$ cat src/rtl/btn_pkg.sv
// Shared constants, state encoding and width helper for the button conditioning blocks.
package btn_pkg;

  localparam int CLK_HZ        = 12_000_000;
  localparam int DEBOUNCE_10MS = CLK_HZ / 100;
  localparam int LONG_1S       = CLK_HZ;
  localparam int REPEAT_250MS  = CLK_HZ / 4;

  typedef enum logic [2:0] {
    ST_IDLE       = 3'd0,
    ST_PRESS_DB   = 3'd1,
    ST_PRESSED    = 3'd2,
    ST_LONG_HELD  = 3'd3,
    ST_RELEASE_DB = 3'd4
  } btn_state_t;

  // Counter width able to hold limit-1, never narrower than one bit.
  function automatic int cnt_width(input int limit);
    return (limit < 2) ? 1 : $clog2(limit);
  endfunction

endpackage

$ cat src/rtl/button_input_conditioner_if.sv
// Button pin plus conditioned outputs; slave is the conditioner, master is the consumer/pin side.
interface button_input_conditioner_if #(
  parameter int CNT_W = 8
);

  logic             BTN_IN;
  logic             BTN_LEVEL;
  logic             PRESS_PULSE;
  logic             RELEASE_PULSE;
  logic             LONG_PULSE;
  logic [CNT_W-1:0] PRESS_COUNT;

  modport master (
    output BTN_IN,
    input  BTN_LEVEL, PRESS_PULSE, RELEASE_PULSE, LONG_PULSE, PRESS_COUNT
  );

  modport slave (
    input  BTN_IN,
    output BTN_LEVEL, PRESS_PULSE, RELEASE_PULSE, LONG_PULSE, PRESS_COUNT
  );

endinterface

$ cat src/rtl/input_synchronizer.sv
// Two-flop synchroniser for asynchronous board inputs; both flops reset to RESET_VAL.
module input_synchronizer #(
  parameter logic RESET_VAL = 1'b0
) (
  input  logic CLK,
  input  logic RST,
  input  logic async_in,
  output logic sync_out
);

  localparam int STAGES = 2;

  logic [STAGES-1:0] sync_reg;

  for (genvar gi = 0; gi < STAGES; gi++) begin : g_stage
    logic d;
    if (gi == 0) begin : g_first
      assign d = async_in;
    end else begin : g_next
      assign d = sync_reg[gi-1];
    end

    always_ff @(posedge CLK or posedge RST) begin
      if (RST) sync_reg[gi] <= RESET_VAL;
      else     sync_reg[gi] <= d;
    end
  end

  assign sync_out = sync_reg[STAGES-1];

endmodule

$ cat src/rtl/button_input_conditioner.sv
// Synchronises and debounces one raw button into a clean level, press/release/long pulses and a press count.
// Optional macro BTN_REPEAT_EN: PRESS_PULSE auto-repeats every REPEAT_CYCLES while a long press is held.
module button_input_conditioner
  import btn_pkg::*;
#(
  parameter int DEBOUNCE_CYCLES   = DEBOUNCE_10MS,
  parameter int LONG_PRESS_CYCLES = LONG_1S,
  parameter int ACTIVE_LOW        = 1,
  parameter int CNT_W             = 8,
  parameter int REPEAT_CYCLES     = REPEAT_250MS
) (
  input logic CLK,
  input logic RST,
  button_input_conditioner_if.slave btn
);

  localparam int DB_W   = cnt_width(DEBOUNCE_CYCLES);
  localparam int HOLD_W = cnt_width(LONG_PRESS_CYCLES);
  localparam logic [DB_W-1:0]   DB_LAST   = DB_W'(DEBOUNCE_CYCLES - 1);
  localparam logic [HOLD_W-1:0] HOLD_LAST = HOLD_W'(LONG_PRESS_CYCLES - 1);

  localparam logic [2:0] IDLE       = ST_IDLE;
  localparam logic [2:0] PRESS_DB   = ST_PRESS_DB;
  localparam logic [2:0] PRESSED    = ST_PRESSED;
  localparam logic [2:0] LONG_HELD  = ST_LONG_HELD;
  localparam logic [2:0] RELEASE_DB = ST_RELEASE_DB;

  if (DEBOUNCE_CYCLES < 2 || LONG_PRESS_CYCLES <= DEBOUNCE_CYCLES || REPEAT_CYCLES < 1) begin : g_bad_params
    $error("button_input_conditioner: illegal cycle parameters");
  end

  logic              sync_raw;
  logic              p;
  logic [2:0]        state_reg;
  logic [DB_W-1:0]   db_cnt_reg;
  logic [HOLD_W-1:0] hold_cnt_reg;
  logic              from_long_reg;
  logic              level_reg;
  logic              press_reg;
  logic              release_reg;
  logic              long_reg;
  logic [CNT_W-1:0]  count_reg;

  input_synchronizer #(
    .RESET_VAL (ACTIVE_LOW != 0)
  ) u_sync (
    .CLK      (CLK),
    .RST      (RST),
    .async_in (btn.BTN_IN),
    .sync_out (sync_raw)
  );

  // Everything downstream works on active-high "pressed".
  assign p = (ACTIVE_LOW != 0) ? ~sync_raw : sync_raw;

`ifdef BTN_REPEAT_EN
  localparam int REP_W = cnt_width(REPEAT_CYCLES);
  localparam logic [REP_W-1:0] REP_LAST = REP_W'(REPEAT_CYCLES - 1);
  logic [REP_W-1:0] rep_cnt_reg;
`endif

  always_ff @(posedge CLK or posedge RST) begin
    if (RST) begin
      state_reg     <= IDLE;
      db_cnt_reg    <= '0;
      hold_cnt_reg  <= '0;
      from_long_reg <= 1'b0;
      level_reg     <= 1'b0;
      press_reg     <= 1'b0;
      release_reg   <= 1'b0;
      long_reg      <= 1'b0;
      count_reg     <= '0;
`ifdef BTN_REPEAT_EN
      rep_cnt_reg   <= '0;
`endif
    end else begin
      press_reg   <= 1'b0;
      release_reg <= 1'b0;
      long_reg    <= 1'b0;
      case (state_reg)
        IDLE: begin
          if (p) begin
            state_reg  <= PRESS_DB;
            db_cnt_reg <= '0;
          end
        end
        PRESS_DB: begin
          if (!p) begin
            state_reg <= IDLE;
          end else if (db_cnt_reg == DB_LAST) begin
            state_reg    <= PRESSED;
            level_reg    <= 1'b1;
            press_reg    <= 1'b1;
            count_reg    <= count_reg + 1'b1;
            hold_cnt_reg <= '0;
          end else begin
            db_cnt_reg <= db_cnt_reg + 1'b1;
          end
        end
        PRESSED: begin
          if (!p) begin
            state_reg     <= RELEASE_DB;
            db_cnt_reg    <= '0;
            from_long_reg <= 1'b0;
          end else if (hold_cnt_reg == HOLD_LAST) begin
            state_reg <= LONG_HELD;
            long_reg  <= 1'b1;
`ifdef BTN_REPEAT_EN
            rep_cnt_reg <= '0;
`endif
          end else begin
            hold_cnt_reg <= hold_cnt_reg + 1'b1;
          end
        end
        LONG_HELD: begin
          if (!p) begin
            state_reg     <= RELEASE_DB;
            db_cnt_reg    <= '0;
            from_long_reg <= 1'b1;
`ifdef BTN_REPEAT_EN
            rep_cnt_reg   <= '0;
          end else if (rep_cnt_reg == REP_LAST) begin
            rep_cnt_reg <= '0;
            press_reg   <= 1'b1;
            count_reg   <= count_reg + 1'b1;
          end else begin
            rep_cnt_reg <= rep_cnt_reg + 1'b1;
`endif
          end
        end
        RELEASE_DB: begin
          // A bounce back to pressed resumes the held state; hold counter is untouched.
          if (p) begin
            state_reg <= from_long_reg ? LONG_HELD : PRESSED;
          end else if (db_cnt_reg == DB_LAST) begin
            state_reg   <= IDLE;
            level_reg   <= 1'b0;
            release_reg <= 1'b1;
          end else begin
            db_cnt_reg <= db_cnt_reg + 1'b1;
          end
        end
        default: state_reg <= IDLE;
      endcase
    end
  end

  assign btn.BTN_LEVEL     = level_reg;
  assign btn.PRESS_PULSE   = press_reg;
  assign btn.RELEASE_PULSE = release_reg;
  assign btn.LONG_PULSE    = long_reg;
  assign btn.PRESS_COUNT   = count_reg;

endmodule

$ cat src/flat_wrapper.sv
// flat-port wrapper written by rule: the top's interface ports become plain ports
module button_input_conditioner_flat import btn_pkg::*;
#(
  parameter int DEBOUNCE_CYCLES   = DEBOUNCE_10MS,
  parameter int LONG_PRESS_CYCLES = LONG_1S,
  parameter int ACTIVE_LOW        = 1,
  parameter int CNT_W             = 8,
  parameter int REPEAT_CYCLES     = REPEAT_250MS
)
  (CLK, RST, btn_BTN_IN, btn_BTN_LEVEL, btn_PRESS_PULSE, btn_RELEASE_PULSE, btn_LONG_PULSE, btn_PRESS_COUNT);
  button_input_conditioner_if #(.CNT_W(CNT_W)) btn_i ();
  input logic CLK;
  input logic RST;
  input wire logic [$bits(btn_i.BTN_IN)-1:0] btn_BTN_IN;
  output wire logic [$bits(btn_i.BTN_LEVEL)-1:0] btn_BTN_LEVEL;
  output wire logic [$bits(btn_i.PRESS_PULSE)-1:0] btn_PRESS_PULSE;
  output wire logic [$bits(btn_i.RELEASE_PULSE)-1:0] btn_RELEASE_PULSE;
  output wire logic [$bits(btn_i.LONG_PULSE)-1:0] btn_LONG_PULSE;
  output wire logic [$bits(btn_i.PRESS_COUNT)-1:0] btn_PRESS_COUNT;
  assign btn_i.BTN_IN = btn_BTN_IN;
  assign btn_BTN_LEVEL = btn_i.BTN_LEVEL;
  assign btn_PRESS_PULSE = btn_i.PRESS_PULSE;
  assign btn_RELEASE_PULSE = btn_i.RELEASE_PULSE;
  assign btn_LONG_PULSE = btn_i.LONG_PULSE;
  assign btn_PRESS_COUNT = btn_i.PRESS_COUNT;
  button_input_conditioner #(.DEBOUNCE_CYCLES(DEBOUNCE_CYCLES), .LONG_PRESS_CYCLES(LONG_PRESS_CYCLES), .ACTIVE_LOW(ACTIVE_LOW), .CNT_W(CNT_W), .REPEAT_CYCLES(REPEAT_CYCLES)) u_core (.CLK(CLK), .RST(RST), .btn(btn_i));
endmodule
$ cat config.mk
export PLATFORM = sky130hd
export DESIGN_NAME = button_input_conditioner_flat
export DESIGN_NICKNAME = d
export VERILOG_FILES = /design/src/rtl/btn_pkg.sv /design/src/rtl/button_input_conditioner_if.sv /design/src/rtl/input_synchronizer.sv /design/src/rtl/button_input_conditioner.sv /design/src/flat_wrapper.sv
export SDC_FILE = /design/constraint.sdc
export NUM_CORES = 1
export LEC_CHECK = 0
export ABC_AREA = 1
export ABC_CLOCK_PERIOD_IN_PS = 6200
export CORE_AREA = 2 2 85 87
export DETAILED_ROUTE_END_ITERATION = 8
export DIE_AREA = 0 0 87 89
export HOLD_SLACK_MARGIN = 0.05
export PLACE_DENSITY = 0.72
export SETUP_SLACK_MARGIN = 0.15
export SLEW_MARGIN = 20
export SYNTH_ARGS = -nofsm -noshare
export SYNTH_HDL_FRONTEND = slang
export SYNTH_HIERARCHICAL = 1
export SYNTH_SLANG_ARGS = --single-unit
$ cat constraint.sdc
create_clock -name CLK -period 6.2 [get_ports CLK]
set_clock_uncertainty 0.15 [all_clocks]
set_input_delay 1.55 -clock CLK [delete_from_list [all_inputs] [get_ports CLK]]
set_output_delay 1.55 -clock CLK [all_outputs]
set_load 0.02 [all_outputs]
==> results.md, run 1 <==
* Status: completed
* Max_cap viols at 0
* Hold-fix buffers, CTS at 0
* I/O pin cnt at 15
* Place WS at between 3000 and 4000 ps
* Top cells by area, synth: dfrtp_1 (39%), nand2_1 (18%), nor2_1 (7.0%)
* Final TNS setup at 0 ps
* Htree depth at 3
* Total Power at 1.05 mW
* First-pass DRT Iterations at 5
* Final Hold Fails at 0
* Worst vdd ir at 0.207 mV
* Share of synthesized cell area in and, or, nand and nor gates at about two fifths
* Fraction of registers with async set/reset at 100%
* Final min period at 3120 ps
* Initial antenna violation count at 0
* Worst r2r path cells at 8
* Worst-Skew Late Latency at about 340 ps
* Core Rows at 30
* Syn avg cell area at around 7 um^2
* CP top delay family: buffers and inverters
* Clk pin slew, worst setup/hold paths at around 70 ps
* Top cell type's share of synthesized area at about two fifths
* CP Class: flip-flop to output port
* DR WL/cell at around 13 um
* Pwr dens at 258 nW/um^2
* Buffer levels on the longest clock path at 2
* Unique masters post-synth at 36
* DRT antenna net count at 0
* XOR/XNOR share of the synthesized area at approximately 6.2%
* Worst Path Required at about 4500 ps
* Max reg flops at 24
* Crit-path max FO at 5
* N_diodes at 0
* P_leak at between 1.5 and 2 nW
* DRT iter0 DRCs at between 200 and 300
* Detail Placement HPWL at 5430 um
* Die Y at ~89 um
* P&R area growth vs syn at 10.7%
* Crit-path slowest cell: clkdlybuf4s50_1
* CP Data Arrival Time at 1420 ps
* Critical Path Stages at 1
* Final core occ at around 60%
* Post-synthesis mux area share at 0%
* First-pass GRT wire length at 14000 um
* Synth Area in Compound Gates at 6.10%
* Post-CTS resize count at 0
* GRT Overall Usage at around 23%
* RSZ-0062 raised after global routing: no
* Worst Hold Class: flip-flop to flip-flop
* Startpoint types: flip-flop
* Filler Cell Count at ~620
* CTS Buf Count at 9
* Post-Route WL at slightly below 8000 um
* Total gr overflow at 0
* Leading area contributor after synthesis: dfrtp_1
* Synth Net Count at approximately 520
* Via count at approximately 3300
* Commonest cells in the netlist: nand2_1 (178), nor2_1 (69), dfrtp_1 (57), inv_1 (49), nand3_1 (38)
* Number of setup violations in the final report at 0
* Cell Chain, Critical Path: clkdlybuf4s50_1
* Placed inst area at between 3000 and 4000 um^2
* Final net count at approximately 540
* Clk sinks at 59
* Post-Synthesis Cells at approximately 520
* Hold Crit Depth at 0
* Vias in the first global route at just over 3000
* Post-route cell area at between 4000 and 5000 um^2
* Slew @ Worst Pin at 713 ps
* WP buf/inv at 1
* Achievable frequency at 0.320 GHz
* Die width at roughly 87 um
* Most common cell in the netlist: nand2_1
* Root buf cell: clkbuf_8
* Seq cells post-synth at around 60
* Relative slew slack at a little over half
* Largest family of logic cells by synthesized area: simple AND/OR/NAND/NOR gates
* Final Worst Setup Slack at ~3100 ps
* Predominant post-synthesis flop cell: dfrtp_1
* Vias per cell at 5.28
* Setup bufs post-CTS at 0
* Final GP Congestion at approximately 0.86
* CTS tree: built
* Nature of the critical path endpoint: output port
* Largest net degree at the start of global routing at 58
* Drc violations at 0
* Share of layout cells above drive strength 1 at a little over a tenth
* Number of flops mapped to enable cells by yosys at 0
* Core Box Area at around 6700 um^2
* Initial Utilization at a little over half
* Seq/Total Area, Yosys at between 40% and 50%
* Adder-Cell Fraction of Synth Area at between 1 and 1.5%
* Post-Synthesis Cell Area at between 3000 and 4000 um^2
* Yosys warnings at 6
* Die area at between 7000 and 8000 um^2
* Period utilisation layout at 50.4%
* Slew Viols, Final at 0
* Slowest stage delay, CP at 650 ps
* PortBufs at 14
placed cells by master (no fill, tap or decap), types with 2 or more instances in the layout:
cell type | netlist | final
nand2_1 | 178 | 178
o21ai_0 | 12 | 12
inv_2 | 3 | 4
clkinvlp_4 | 0 | 2
nand3_1 | 38 | 38
a21oi_1 | 4 | 4
nor2_2 | 4 | 4
nor3_1 | 5 | 5
dfstp_2 | 2 | 2
ha_1 | 3 | 3
inv_1 | 49 | 48
nand3b_1 | 2 | 2
nor2_1 | 69 | 69
nand2_4 | 2 | 2
nand4_1 | 13 | 13
o21ai_1 | 4 | 4
or2_2 | 4 | 4
xor2_1 | 18 | 18
clkdlybuf4s50_1 | 0 | 14
clkbuf_8 | 0 | 10
nor2_4 | 2 | 2
nand2_2 | 12 | 12
xnor2_1 | 8 | 8
o21ai_2 | 9 | 9
dfrtp_1 | 57 | 57
bufinv_16 | 0 | 2
layout make-up:
cell class | count | area [um^2] | share of cell area, %
multi-input cells | 396 | 1940 | 47.4
flip-flops and latches | 59 | 1480 | 36.2
inverters | 52 | 195 | 4.78
repair buffers | 15 | 148 | 3.61
clock buffers | 10 | 138 | 3.37
well taps | 80 | 100 | 2.45
clock inverters | 6 | 88.8 | 2.17
routing by layer:
| metal | GRT usage [%] | share of wire (%) | up-vias | routed length (um) |
|---|---|---|---|---|
| met5 | 0 | 0 | - | 0 |
| met4 | 6.96 | 0.99 | 0 | 77 |
| met3 | 4.99 | 5.1 | 8 | 400 |
| met2 | 36.2 | 46 | 91 | 3610 |
| met1 | 31.2 | 48 | 1510 | 3710 |
| li1 | - | - | 1654 | - |
metrics by stage:
stage / instances / hold slack, ps
after floorplan: 518 / 195
after global placement: 602 / 200
after detailed placement: 602 / 198
after CTS: 618 / 212
after global routing: 618 / 219
final: 618 / 210
report_power, final:
part	switching, mW	internal [mW]	leakage [nW]
logic	0.153	0.0589	1.01
registers	0.0305	0.412	0.807
clock network	0.161	0.237	0.108
logic make-up (layout without fill, tap and decap cells):
group           Yosys count  count (layout)
fa+ha+maj                 3               3
flops                    59              59
simple gates            333             333
compound gates           34              34
buf+inv                  63              83
xor+xnor                 26              26
path summary, 6_finish.rpt:
path / endpoint / slack [ps] / startpoint
worst max-delay path: btn_PRESS_COUNT[2] / 3080 / u_core/btn.PRESS_COUNT[2]$_DFFE_PP0P_
worst min-delay path: u_core/u_sync/sync_out$_DFF_PP1_ / 210 / u_core/u_sync/g_stage[1].d$_DFF_PP1_
worst max register to register: u_core/db_cnt_reg[5]$_DFFE_PP0P_ / 3780 / u_core/db_cnt_reg[0]$_DFFE_PP0P_
worst min register to register: u_core/u_sync/sync_out$_DFF_PP1_ / 210 / u_core/u_sync/g_stage[1].d$_DFF_PP1_
max in group asynchronous: u_core/db_cnt_reg[4]$_DFFE_PP0P_ / 3820 / RST
min in group asynchronous: u_core/u_sync/g_stage[1].d$_DFF_PP1_ / 1430 / RST
Power figures use the tool's default switching activity.
==> run 2, diff against run 1 <==
--- a/config.mk
+++ b/config.mk
@@ -6,12 +6,12 @@
 export NUM_CORES = 1
 export LEC_CHECK = 0
 export ABC_AREA = 1
-export ABC_CLOCK_PERIOD_IN_PS = 6200
+export ABC_CLOCK_PERIOD_IN_PS = 2800
 export CORE_AREA = 2 2 85 87
 export DETAILED_ROUTE_END_ITERATION = 8
 export DIE_AREA = 0 0 87 89
 export HOLD_SLACK_MARGIN = 0.05
-export PLACE_DENSITY = 0.72
+export PLACE_DENSITY = 0.75
 export SETUP_SLACK_MARGIN = 0.15
 export SLEW_MARGIN = 20
 export SYNTH_ARGS = -nofsm -noshare
==> constraint.sdc (replaced) <==
create_clock -name CLK -period 2.8 [get_ports CLK]
set_clock_uncertainty 0.15 [all_clocks]
set_input_delay 0.7 -clock CLK [delete_from_list [all_inputs] [get_ports CLK]]
set_output_delay 0.7 -clock CLK [all_outputs]
set_load 0.02 [all_outputs]
==> run 2 against run 1 <==
- die area did not move
- worst hold slack lost 3.2 ps
- sequential power grew 120%
- clock power is 150% higher
- final cell count is 0.32% higher
- sequential cell count did not move
- total power grew 130%
- sequential share of layout area down 0.53 points
- routed wire length grew 2.6%
- register-to-register slack worse by 3200 ps
- utilization grew 0.91 points
- highest routed layer unchanged
==> results.md, run 2 (same netlist as run 1, synthesis figures left out) <==
* Status: completed
* Hold-fix buffers, CTS at 0
* Worst Hold Class: flip-flop to flip-flop
* First-pass GRT wire length at about 14000 um
* CTS tree: built
* Post-Route WL at approximately 8000 um
* Clk pin slew, worst setup/hold paths at roughly 60 ps
* CTS Buf Count at 9
* Final net count at roughly 540
* Final Hold Fails at 0
* Number of setup violations in the final report at 0
* Vias per cell at between 5 and 6
* Worst vdd ir at roughly 0.38 mV
* First-pass DRT Iterations at 5
* Relative slew slack at roughly three fifths
* Via count at 3268
* P&R area growth vs syn at 12.3%
* Core Box Area at 6720 um^2
* P_leak at between 1.5 and 2 nW
* Post-CTS resize count at 0
* Largest net degree at the start of global routing at 25
* Cell Chain, Critical Path: clkdlybuf4s50_1
* Die area at a little under 8000 um^2
* Startpoint types: flip-flop
* Drc violations at 0
* FF/Latch Area at around 1500 um^2
* Sw Pwr at 0.742 mW
* Setup bufs post-CTS at 0
* Pwr dens at 593 nW/um^2
* CP Class: flip-flop to output port
* Slew Viols, Final at 0
* Slew @ Worst Pin at slightly below 600 ps
* Htree depth at 3
* Worst Path Required at ~2000 ps
* Final TNS setup at 0 ps
* Pint at about 1.7 mW
* Most common cell after layout, fill and taps aside: nand2_1
* Initial Utilization at between 50% and 60%
* PortBufs at 14
* Die width at 87 um
* Multi-input gate area in the final layout at between 1500 and 2000 um^2
* Switch share at about 30%
* Crit-path slowest cell: clkdlybuf4s50_1
* Initial antenna violation count at 0
* RSZ-0062 raised after global routing: no
* Root buf cell: clkbuf_8
* Period utilisation layout at approximately four fifths
* Slowest stage delay, CP at 650 ps
* Final min period at around 2300 ps
* Power share of the clock group at 40.4%
* CP top delay family: buffers and inverters
* Worst-Skew Late Latency at 330 ps
* DRT antenna net count at 0
* WP buf/inv at 1
* Seq pwr share at 39.9%
* Clk sinks at 59
* Total gr overflow at 0
* DRT iter0 DRCs at 233
* Share of layout cells above drive strength 1 at 11.3%
* Commonest cells after routing, fill and taps aside: nand2_1 (178), nor2_1 (69), dfrtp_1 (57)
* Core Rows at 30
* Nature of the critical path endpoint: output port
* Max_cap viols at 0
* Crit-path max FO at 5
* Vias in the first global route at roughly 3100
* DR WL/cell at approximately 13 um
* I/O pin cnt at 15
* Achievable frequency at about 0.44 GHz
* Max reg flops at 24
* CP Data Arrival Time at ~1400 ps
* Cells after DPL at approximately 600
* Final GP Congestion at 0.920
* Detail Placement HPWL at 5790 um
* Die Y at around 89 um
* N_diodes at 0
* Fin cells at 620
* Combinational power share at between 10% and 20%
* GRT Overall Usage at 22.8%
* Filler Cell Count at 576
* Buffer levels on the longest clock path at 2
==> run 2: per-layer routing <==
metal	part of all wire, %	wire length, um	GRT usage [%]
met1	47	3730	29.4
met2	47	3790	37.3
met3	3.7	293	4.89
met4	2.3	182	9.52
met5	0	0	0
==> run 2: worst register-to-register path, cell delays in order, from the launching register on <==
cell and delay [ps]:
dfrtp_1 420, ha_1 230, nand2_1 120, nor2_4 140
nand2_2 80, nor2_4 140, nand2_4 80, o21ai_4 480
inv_1 170, o21ai_1 150
==> run 2: power groups by stage <==
stage          logic, mW  registers [mW]  clock network [mW]
2_1_floorplan      0.426           0.979                   0
3_3_place_gp       0.473           0.992                   0
3_5_place_dp       0.485           0.993                   0
4_1_cts            0.487           0.979                1.02
5_1_grt            0.553           0.990                1.06
6_report           0.485           0.980               0.992
==> run 2: cell type report <==
class                           count  share of cell area (%)
Multi-Input combinational cell    396                    46.7
Clock inverter                      4                    2.29
Inverter                           52                    4.71
Sequential cell                    59                    35.7
Clock buffer                       12                    3.98
Tap cell                           80                    2.41
Timing Repair Buffer               17                    4.22
==> run 2: stage by stage <==
step	total power, mW	hold WS, ps	utilization [%]	area (um^2)	setup WS [ps]
2_1_floorplan	1.41	195	-	3690	550
4_1_cts	2.49	208	61.7	4150	511
5_1_grt	2.60	216	61.7	4150	420
3_3_place_gp	1.46	197	57.9	3890	717
3_5_place_dp	1.48	198	57.9	3890	607
6_report	2.46	206	61.7	4150	528
==> run 2: final timing paths <==
kind / startpoint / end / slack, ps / depth (start not counted)
worst max-delay path: u_core/btn.PRESS_COUNT[2]$_DFFE_PP0P_ / btn_PRESS_COUNT[2] / 530 / 1
worst min-delay path: u_core/u_sync/g_stage[1].d$_DFF_PP1_ / u_core/u_sync/sync_out$_DFF_PP1_ / 210 / 0
worst max register to register: u_core/db_cnt_reg[0]$_DFFE_PP0P_ / u_core/db_cnt_reg[6]$_DFFE_PP0P_ / 580 / 9
worst min register to register: u_core/u_sync/g_stage[1].d$_DFF_PP1_ / u_core/u_sync/sync_out$_DFF_PP1_ / 210 / 0
max in group asynchronous: RST / u_core/hold_cnt_reg[3]$_DFFE_PP0P_ / 1350 / 3
min in group asynchronous: RST / u_core/db_cnt_reg[3]$_DFFE_PP0P_ / 570 / 2
